File: src/rtl/spi_single_clk_peripheral_pkg.sv
// Shared constants and types for the single-clock SPI mode-0 peripheral.
package spi_single_clk_peripheral_pkg;

    localparam int BYTE_W_DEF  = 8;
    localparam int SYNC_STAGES = 2;

    // Synchronised level plus single-cycle edge strobes for one pad.
    typedef struct packed {
        logic lvl;
        logic rise;
        logic fall;
    } edge_t;

endpackage

File: src/rtl/spi_single_clk_peripheral_if.sv
// Byte-side bus between the SPI peripheral and the command/register block.
interface spi_single_clk_peripheral_if #(
    parameter int BYTE_W = 8
);
    logic              spi_data_written;
    logic [BYTE_W-1:0] spi_data_to_send;
    logic [BYTE_W-1:0] spi_data_rx;
    logic              spi_dreq;
    logic              valid_read;

    modport master (
        output spi_data_written, spi_data_to_send,
        input  spi_data_rx, spi_dreq, valid_read
    );

    modport slave (
        input  spi_data_written, spi_data_to_send,
        output spi_data_rx, spi_dreq, valid_read
    );
endinterface

File: src/rtl/spi_single_clk_peripheral_pad_sync.sv
// Multi-flop synchroniser for one asynchronous pad, with a history flop
// producing single-cycle rise/fall strobes.
module spi_pad_sync
    import spi_single_clk_peripheral_pkg::*;
#(
    parameter int   STAGES  = SYNC_STAGES,
    parameter logic RST_VAL = 1'b0
) (
    input  logic  clk,
    input  logic  rst_n,
    input  logic  pad,
    output edge_t sig
);
    logic [STAGES-1:0] sync_q, sync_d;
    logic              hist_q, hist_d;

    always_comb begin
        sync_d = {sync_q[STAGES-2:0], pad};
        hist_d = sync_q[STAGES-1];
    end

    always_ff @(posedge clk or negedge rst_n) begin
        if (!rst_n) begin
            sync_q <= {STAGES{RST_VAL}};
            hist_q <= RST_VAL;
        end else begin
            sync_q <= sync_d;
            hist_q <= hist_d;
        end
    end

    assign sig.lvl  = sync_q[STAGES-1];
    assign sig.rise = sync_q[STAGES-1] & ~hist_q;
    assign sig.fall = ~sync_q[STAGES-1] & hist_q;

endmodule

File: src/rtl/spi_single_clk_peripheral.sv
// SPI mode-0 peripheral, MSB first, oversampled entirely in the sys_clk domain,
// with a one-deep transmit holding register.
module spi_single_clk_peripheral
    import spi_single_clk_peripheral_pkg::*;
#(
    parameter int BYTE_W = BYTE_W_DEF
) (
    input  logic                        sys_clk,
    input  logic                        sys_rst_n,
    input  logic                        csn_pad,
    input  logic                        sck_pad,
    input  logic                        mosi_pad,
    output logic                        miso_pad,
    spi_single_clk_peripheral_if.slave  host
);
    localparam int CNT_W = $clog2(BYTE_W + 1);

    edge_t csn_e, sck_e, mosi_e;

    spi_pad_sync #(.RST_VAL(1'b1)) u_csn_sync (
        .clk(sys_clk), .rst_n(sys_rst_n), .pad(csn_pad), .sig(csn_e));
    spi_pad_sync #(.RST_VAL(1'b0)) u_sck_sync (
        .clk(sys_clk), .rst_n(sys_rst_n), .pad(sck_pad), .sig(sck_e));
    spi_pad_sync #(.RST_VAL(1'b0)) u_mosi_sync (
        .clk(sys_clk), .rst_n(sys_rst_n), .pad(mosi_pad), .sig(mosi_e));

    logic unused_edges;
    assign unused_edges = ^{csn_e.rise, mosi_e.rise, mosi_e.fall};

    logic              cs_active;
    logic [CNT_W-1:0]  cnt_q, cnt_d;
    logic [BYTE_W-1:0] rx_sh_q, rx_sh_d;
    logic [BYTE_W-1:0] tx_sh_q, tx_sh_d;
    logic [BYTE_W-1:0] hold_q, hold_d;
    logic [BYTE_W-1:0] rx_q, rx_d;
    logic              dreq_q, dreq_d;
    logic              vr_q, vr_d;
    logic              skip_fall_q, skip_fall_d;

    assign cs_active = ~csn_e.lvl;

    always_comb begin
        cnt_d       = cnt_q;
        rx_sh_d     = rx_sh_q;
        tx_sh_d     = tx_sh_q;
        hold_d      = hold_q;
        rx_d        = rx_q;
        dreq_d      = 1'b0;
        vr_d        = vr_q;
        skip_fall_d = skip_fall_q;

        if (!cs_active) begin
            cnt_d       = '0;
            rx_sh_d     = '0;
            skip_fall_d = 1'b0;
        end else if (csn_e.fall) begin
            tx_sh_d     = hold_q;
            vr_d        = 1'b1;
            skip_fall_d = 1'b0;
        end else begin
            if (cnt_q == CNT_W'(BYTE_W)) begin
                rx_d        = rx_sh_q;
                dreq_d      = 1'b1;
                cnt_d       = '0;
                tx_sh_d     = hold_q;
                vr_d        = 1'b1;
                skip_fall_d = 1'b1;
            end else if (sck_e.rise) begin
                rx_sh_d = {rx_sh_q[BYTE_W-2:0], mosi_e.lvl};
                cnt_d   = cnt_q + CNT_W'(1);
            end
            // The fall right after a reload must keep the fresh MSB on MISO.
            if (sck_e.fall) begin
                if (skip_fall_q) skip_fall_d = 1'b0;
                else             tx_sh_d     = {tx_sh_q[BYTE_W-2:0], 1'b0};
            end
        end

        // Applied after any reload so the reload still takes the old byte.
        if (host.spi_data_written) begin
            hold_d = host.spi_data_to_send;
            vr_d   = 1'b0;
        end
    end

    always_ff @(posedge sys_clk or negedge sys_rst_n) begin
        if (!sys_rst_n) begin
            cnt_q       <= '0;
            rx_sh_q     <= '0;
            tx_sh_q     <= '0;
            hold_q      <= '0;
            rx_q        <= '0;
            dreq_q      <= 1'b0;
            vr_q        <= 1'b1;
            skip_fall_q <= 1'b0;
        end else begin
            cnt_q       <= cnt_d;
            rx_sh_q     <= rx_sh_d;
            tx_sh_q     <= tx_sh_d;
            hold_q      <= hold_d;
            rx_q        <= rx_d;
            dreq_q      <= dreq_d;
            vr_q        <= vr_d;
            skip_fall_q <= skip_fall_d;
        end
    end

    assign miso_pad         = cs_active & tx_sh_q[BYTE_W-1];
    assign host.spi_data_rx = rx_q;
    assign host.spi_dreq    = dreq_q;
    assign host.valid_read  = vr_q;

endmodule

File: src/flat_wrapper.sv
// flat-port wrapper written by rule: the top's interface ports become plain ports
module spi_single_clk_peripheral_flat import spi_single_clk_peripheral_pkg::*;
#(
    parameter int BYTE_W = BYTE_W_DEF
)
  (sys_clk, sys_rst_n, csn_pad, sck_pad, mosi_pad, miso_pad, host_spi_data_written, host_spi_data_to_send, host_spi_data_rx, host_spi_dreq, host_valid_read);
  spi_single_clk_peripheral_if #(.BYTE_W(BYTE_W)) host_i ();
  input  logic sys_clk;
  input  logic sys_rst_n;
  input  logic csn_pad;
  input  logic sck_pad;
  input  logic mosi_pad;
  output logic miso_pad;
  input wire logic [$bits(host_i.spi_data_written)-1:0] host_spi_data_written;
  input wire logic [$bits(host_i.spi_data_to_send)-1:0] host_spi_data_to_send;
  output wire logic [$bits(host_i.spi_data_rx)-1:0] host_spi_data_rx;
  output wire logic [$bits(host_i.spi_dreq)-1:0] host_spi_dreq;
  output wire logic [$bits(host_i.valid_read)-1:0] host_valid_read;
  assign host_i.spi_data_written = host_spi_data_written;
  assign host_i.spi_data_to_send = host_spi_data_to_send;
  assign host_spi_data_rx = host_i.spi_data_rx;
  assign host_spi_dreq = host_i.spi_dreq;
  assign host_valid_read = host_i.valid_read;
  spi_single_clk_peripheral #(.BYTE_W(BYTE_W)) u_core (.sys_clk(sys_clk), .sys_rst_n(sys_rst_n), .csn_pad(csn_pad), .sck_pad(sck_pad), .mosi_pad(mosi_pad), .miso_pad(miso_pad), .host(host_i));
endmodule
File: config.mk
export PLATFORM = sky130hd
export DESIGN_NAME = spi_single_clk_peripheral_flat
export DESIGN_NICKNAME = d
export VERILOG_FILES = /design/src/rtl/spi_single_clk_peripheral_pkg.sv /design/src/rtl/spi_single_clk_peripheral_if.sv /design/src/rtl/spi_single_clk_peripheral_pad_sync.sv /design/src/rtl/spi_single_clk_peripheral.sv /design/src/flat_wrapper.sv
export SDC_FILE = /design/constraint.sdc
export NUM_CORES = 1
export LEC_CHECK = 0
export ABC_AREA = 1
export ABC_CLOCK_PERIOD_IN_PS = 3500
export CAP_MARGIN = 20
export CORE_MARGIN = 2
export CORE_UTILIZATION = 50
export CTS_CLUSTER_DIAMETER = 30
export CTS_CLUSTER_SIZE = 10
export DETAILED_ROUTE_END_ITERATION = 16
export DONT_BUFFER_PORTS = 1
export GPL_ROUTABILITY_DRIVEN = 1
export SYNTH_ARGS = -nofsm -noshare
export SYNTH_HDL_FRONTEND = slang
export SYNTH_SLANG_ARGS = --single-unit
File: constraint.sdc
create_clock -name sys_clk -period 3.5 [get_ports sys_clk]
set_input_delay 0.7 -clock sys_clk [delete_from_list [all_inputs] [get_ports sys_clk]]
set_output_delay 0.7 -clock sys_clk [all_outputs]
set_load 0.02 [all_outputs]
==> results by group <==
Route
  – Via density: approximately 5.3
  – Met2 routed WL: 1780 µm
  – Top Metal Used: met4
  – Metal3 WL: between 200 and 250 µm
  – Final WL: about 3800 µm
  – Pre-antenna DRT Iters: 4
  – Metal-1 WL: roughly 1800 µm
  – Routed len/inst: approximately 14 µm
  – ANT nets after route: 0
  – Detailed Route Iter0 Violations: ~110
  – Via count: approximately 1500
  – DRC violations left: 0

Clocking
  – Skew-Pair Late Insertion Delay: around 0.29 ns
  – CTS Buffer Depth: 2
  – Reg clk slew, reported paths: 0.08 ns
  – Hold-fix buffer count after cts: 0
  – Post-CTS sizing: 0
  – Num CTS Buffers: 5
  – Post-CTS setup buffers: 0
  – H-Tree Depth: 2
  – Clock Tree Root: clkbuf_8
  – CTS tree: built
  – # clock sinks: 47

Logic synthesis
  – Number of distinct library cells after synthesis: 29
  – Area contributors post-synth: dfrtp_1 50%, nand2_1 11%, dfstp_2 4.9%
  – Avg Synthesized Cell Area: between 9 and 10 µm²
  – Seq cells post-synth: 47
  – Commonest cells in the netlist: 64 x nand2_1, 43 x dfrtp_1, 28 x nor2_1, 11 x nand2_2
  – Main synth FF type: dfrtp_1
  – FFs w/ async S/R, synth: 100%
  – Synth warnings: 0
  – Most frequent cell after synthesis: nand2_1
  – Syn Nets: 247
  – Yosys top cell by area: dfrtp_1
  – Syn Inst Count: approximately 230
  – Post-synth EDFFs: 0
  – Seq/Total Area, Yosys: between 50% and 60%
  – Yosys top cell area share: between 40 and 50%
  – Mapped Area: approximately 2200 µm²

Critical path
  – Worst setup SP type: register
  – Worst path slowest cell: dfstp_2
  – CP max stage delay: roughly 0.74 ns
  – Setup CP Type: reg -> out
  – Crit-path cells: nor2_1
  – Worst EP required: ~2.8 ns
  – Reg2reg setup slack: approximately 1.7 ns
  – Crit path depth: 1
  – Buffers & Inverters on Critical Path: 0
  – Worst Setup End Kind: output port
  – Critical path arrival: between 1 and 1.5 ns
  – Top delay family on crit path: flip-flops
  – Max Fanout on Critical Path: 14
  – Worst reg2reg path depth: 6

STA
  – Setup Viol. Count Final: 0
  – Crit path time final: 1.93 ns
  – Setup slack after layout: around 1.6 ns
  – Setup tns final: 0 ns
  – Fin. Hold Viols: 0
  – Layout Skew: approximately 0.0097 ns
  – Max-slew violation count: 0
  – Fmax: a little over 500 MHz
  – RSZ-0062 raised after global routing: no
  – Relative slew margins: 59.5%
  – Tcrit/Tclk final: a little under three fifths
  – Slew @ Worst Pin: between 0.6 and 0.7 ns

Pwr
  – Clock power frac: between 30% and 40%
  – Sequential Power Share: about three fifths
  – Maximum vdd drop: 281 µV
  – Net Sw Frac: 25.5%
  – Power share of the combinational group: under 10%
  – Psw: ~0.26 mW
  – Internal power: roughly 0.76 mW
  – Total power: around 1 mW
  – Lkg Pwr: ~1.1 nW
  – Pwr per Cell Area: between 400 and 500 nW/µm²

Cells and area
  – Flip-flop and latch area: roughly 1200 µm²
  – Fillers: 378
  – Ratio of cells with drive above 1 in the final layout: 21.3%
  – # diodes: 0
  – Area of the multi-input gates: approximately 860 µm²
  – Syn-to-layout area delta: 3.53%
  – Final #Nets: around 250

Flow run
  – Max-cap violation count: 0

Min path
  – HP Class: in -> async

Floorplanning
  – Cell Rows: 23
  – I/O pin count: 25
  – Die Y: 69.7 µm
  – Die area: a little under 5000 µm²
  – Die X: ~70 µm
  – Initial Utilization: between 50% and 60%
  – Placeable Area: 4090 µm²

Global routing
  – Tot GR Track Use: between 15 and 20%
  – Global route overflow: 0
  – Vias in the first global route: about 1500
  – Initial antenna violation count: 0
  – Global-route wire length before repair: 6870 µm
  – Largest net degree at the start of global routing: between 40 and 50

Placed design
  – Pre-CTS setup slack: around 1.7 ns
  – Port-buffer cells: 0
  – Post-DP HPWL: approximately 2700 µm
  – Gpl congestion: approximately 0.85

Run status
  – Outcome: finished clean
-- cell type report --
| type | instances | share of cell area, % |
|---|---|---|
| clock inverters | 2 | 0.560 |
| well taps | 50 | 2.80 |
| clock buffers | 6 | 3.25 |
| flip-flops and latches | 47 | 52.8 |
| inverters | 12 | 2.24 |
| multi-input cells | 163 | 38.3 |
-- state kept, by name, indices dropped and copies added (netlist names) --
register,flops
u_core.tx_sh_q,8
u_core.u_sck_sync.sync_q,2
u_core.u_csn_sync.sync_q,2
u_core.hold_q,8
u_core.rx_sh_q,8
u_core.host.valid_read,1
u_core.u_sck_sync.hist_q,1
u_core.u_csn_sync.hist_q,1
u_core.skip_fall_q,1
u_core.host.spi_data_rx,8
u_core.host.spi_dreq,1
u_core.u_mosi_sync.sync_q,2
u_core.cnt_q,4
-- power by group through the flow --
stage                     sequential (mW)  clock [mW]  combinational, mW
after floorplan                     0.607           0             0.0907
after global placement              0.619           0             0.0928
after detailed placement            0.619           0             0.0957
after CTS                           0.609       0.327             0.0961
after global routing                0.614       0.344              0.110
final                               0.609       0.313             0.0957
-- per-stage QoR --
step,hold WS (ns),utilization [%],area (µm²),instances
global placement,0.336,52.6,2150,272
global route,0.0702,54.7,2240,280
CTS,0.0768,54.7,2240,280
detailed placement,0.340,52.6,2150,272
floorplan,0.331,-,2160,231
finish,0.0880,54.7,2240,280
-- worst paths after layout --
check,end,from
max in group asynchronous,u_core.u_csn_sync.sync_q[1]$_DFF_PN1_,sys_rst_n
setup reg to reg,u_core.cnt_q[0]$_DFFE_PN0P_,u_core.cnt_q[0]$_DFFE_PN0P_
hold reg to reg,u_core.u_mosi_sync.sync_q[1]$_DFF_PN0_,u_core.u_mosi_sync.sync_q[0]$_DFF_PN0_
hold / removal,u_core.tx_sh_q[4]$_DFFE_PN0N_,sys_rst_n
setup / recovery,miso_pad,u_core.u_csn_sync.sync_q[1]$_DFF_PN1_
min in group sys_clk,u_core.u_mosi_sync.sync_q[1]$_DFF_PN0_,u_core.u_mosi_sync.sync_q[0]$_DFF_PN0_
-- routing by layer --
| metal | up-vias | GRT usage (%) |
|---|---|---|
| li1 | 733 | - |
| met1 | 706 | 24.4 |
| met2 | 39 | 26.6 |
| met3 | 3 | 4.65 |
| met4 | 0 | 4.27 |
| met5 | - | 0 |
-- cell families (layout without fill, tap and decap cells) --
kind of cell	count (synthesis)	after routing	synth area share (%)
multiplexers	7	7	3.65
buffers and inverters	21	20	5.62
adder cells (fa/ha/maj)	2	2	1.16
AO/OA/AOI/OAI	22	22	6.49
AND/OR/NAND/NOR	131	131	28.0
flip-flops	47	47	54.7
XOR/XNOR	1	1	0.406
-- layout by cell type (no fill, tap or decap) --
master,netlist,final
nand3_4,1,1
xor2_1,1,1
nand2_2,11,11
inv_1,8,8
o21ai_2,1,1
nand3_1,10,10
nand4_1,8,8
mux2_2,7,7
a21oi_2,7,7
nor2_2,2,2
clkbuf_8,0,5
clkbuf_1,0,1
nand3_2,2,2
a21oi_1,10,10
nand2_1,64,64
and3_1,1,1
clkinvlp_4,0,1
dfstp_2,4,4
nor2_1,28,28
o21ai_0,2,2
dfrtp_1,43,43
nor3_1,1,1
or2_2,1,1
ha_1,2,2
inv_2,3,3
o21ai_1,2,2
clkinv_4,1,1
nand2_4,2,2
clkinv_2,0,1
(Power assumes the default switching activity.)
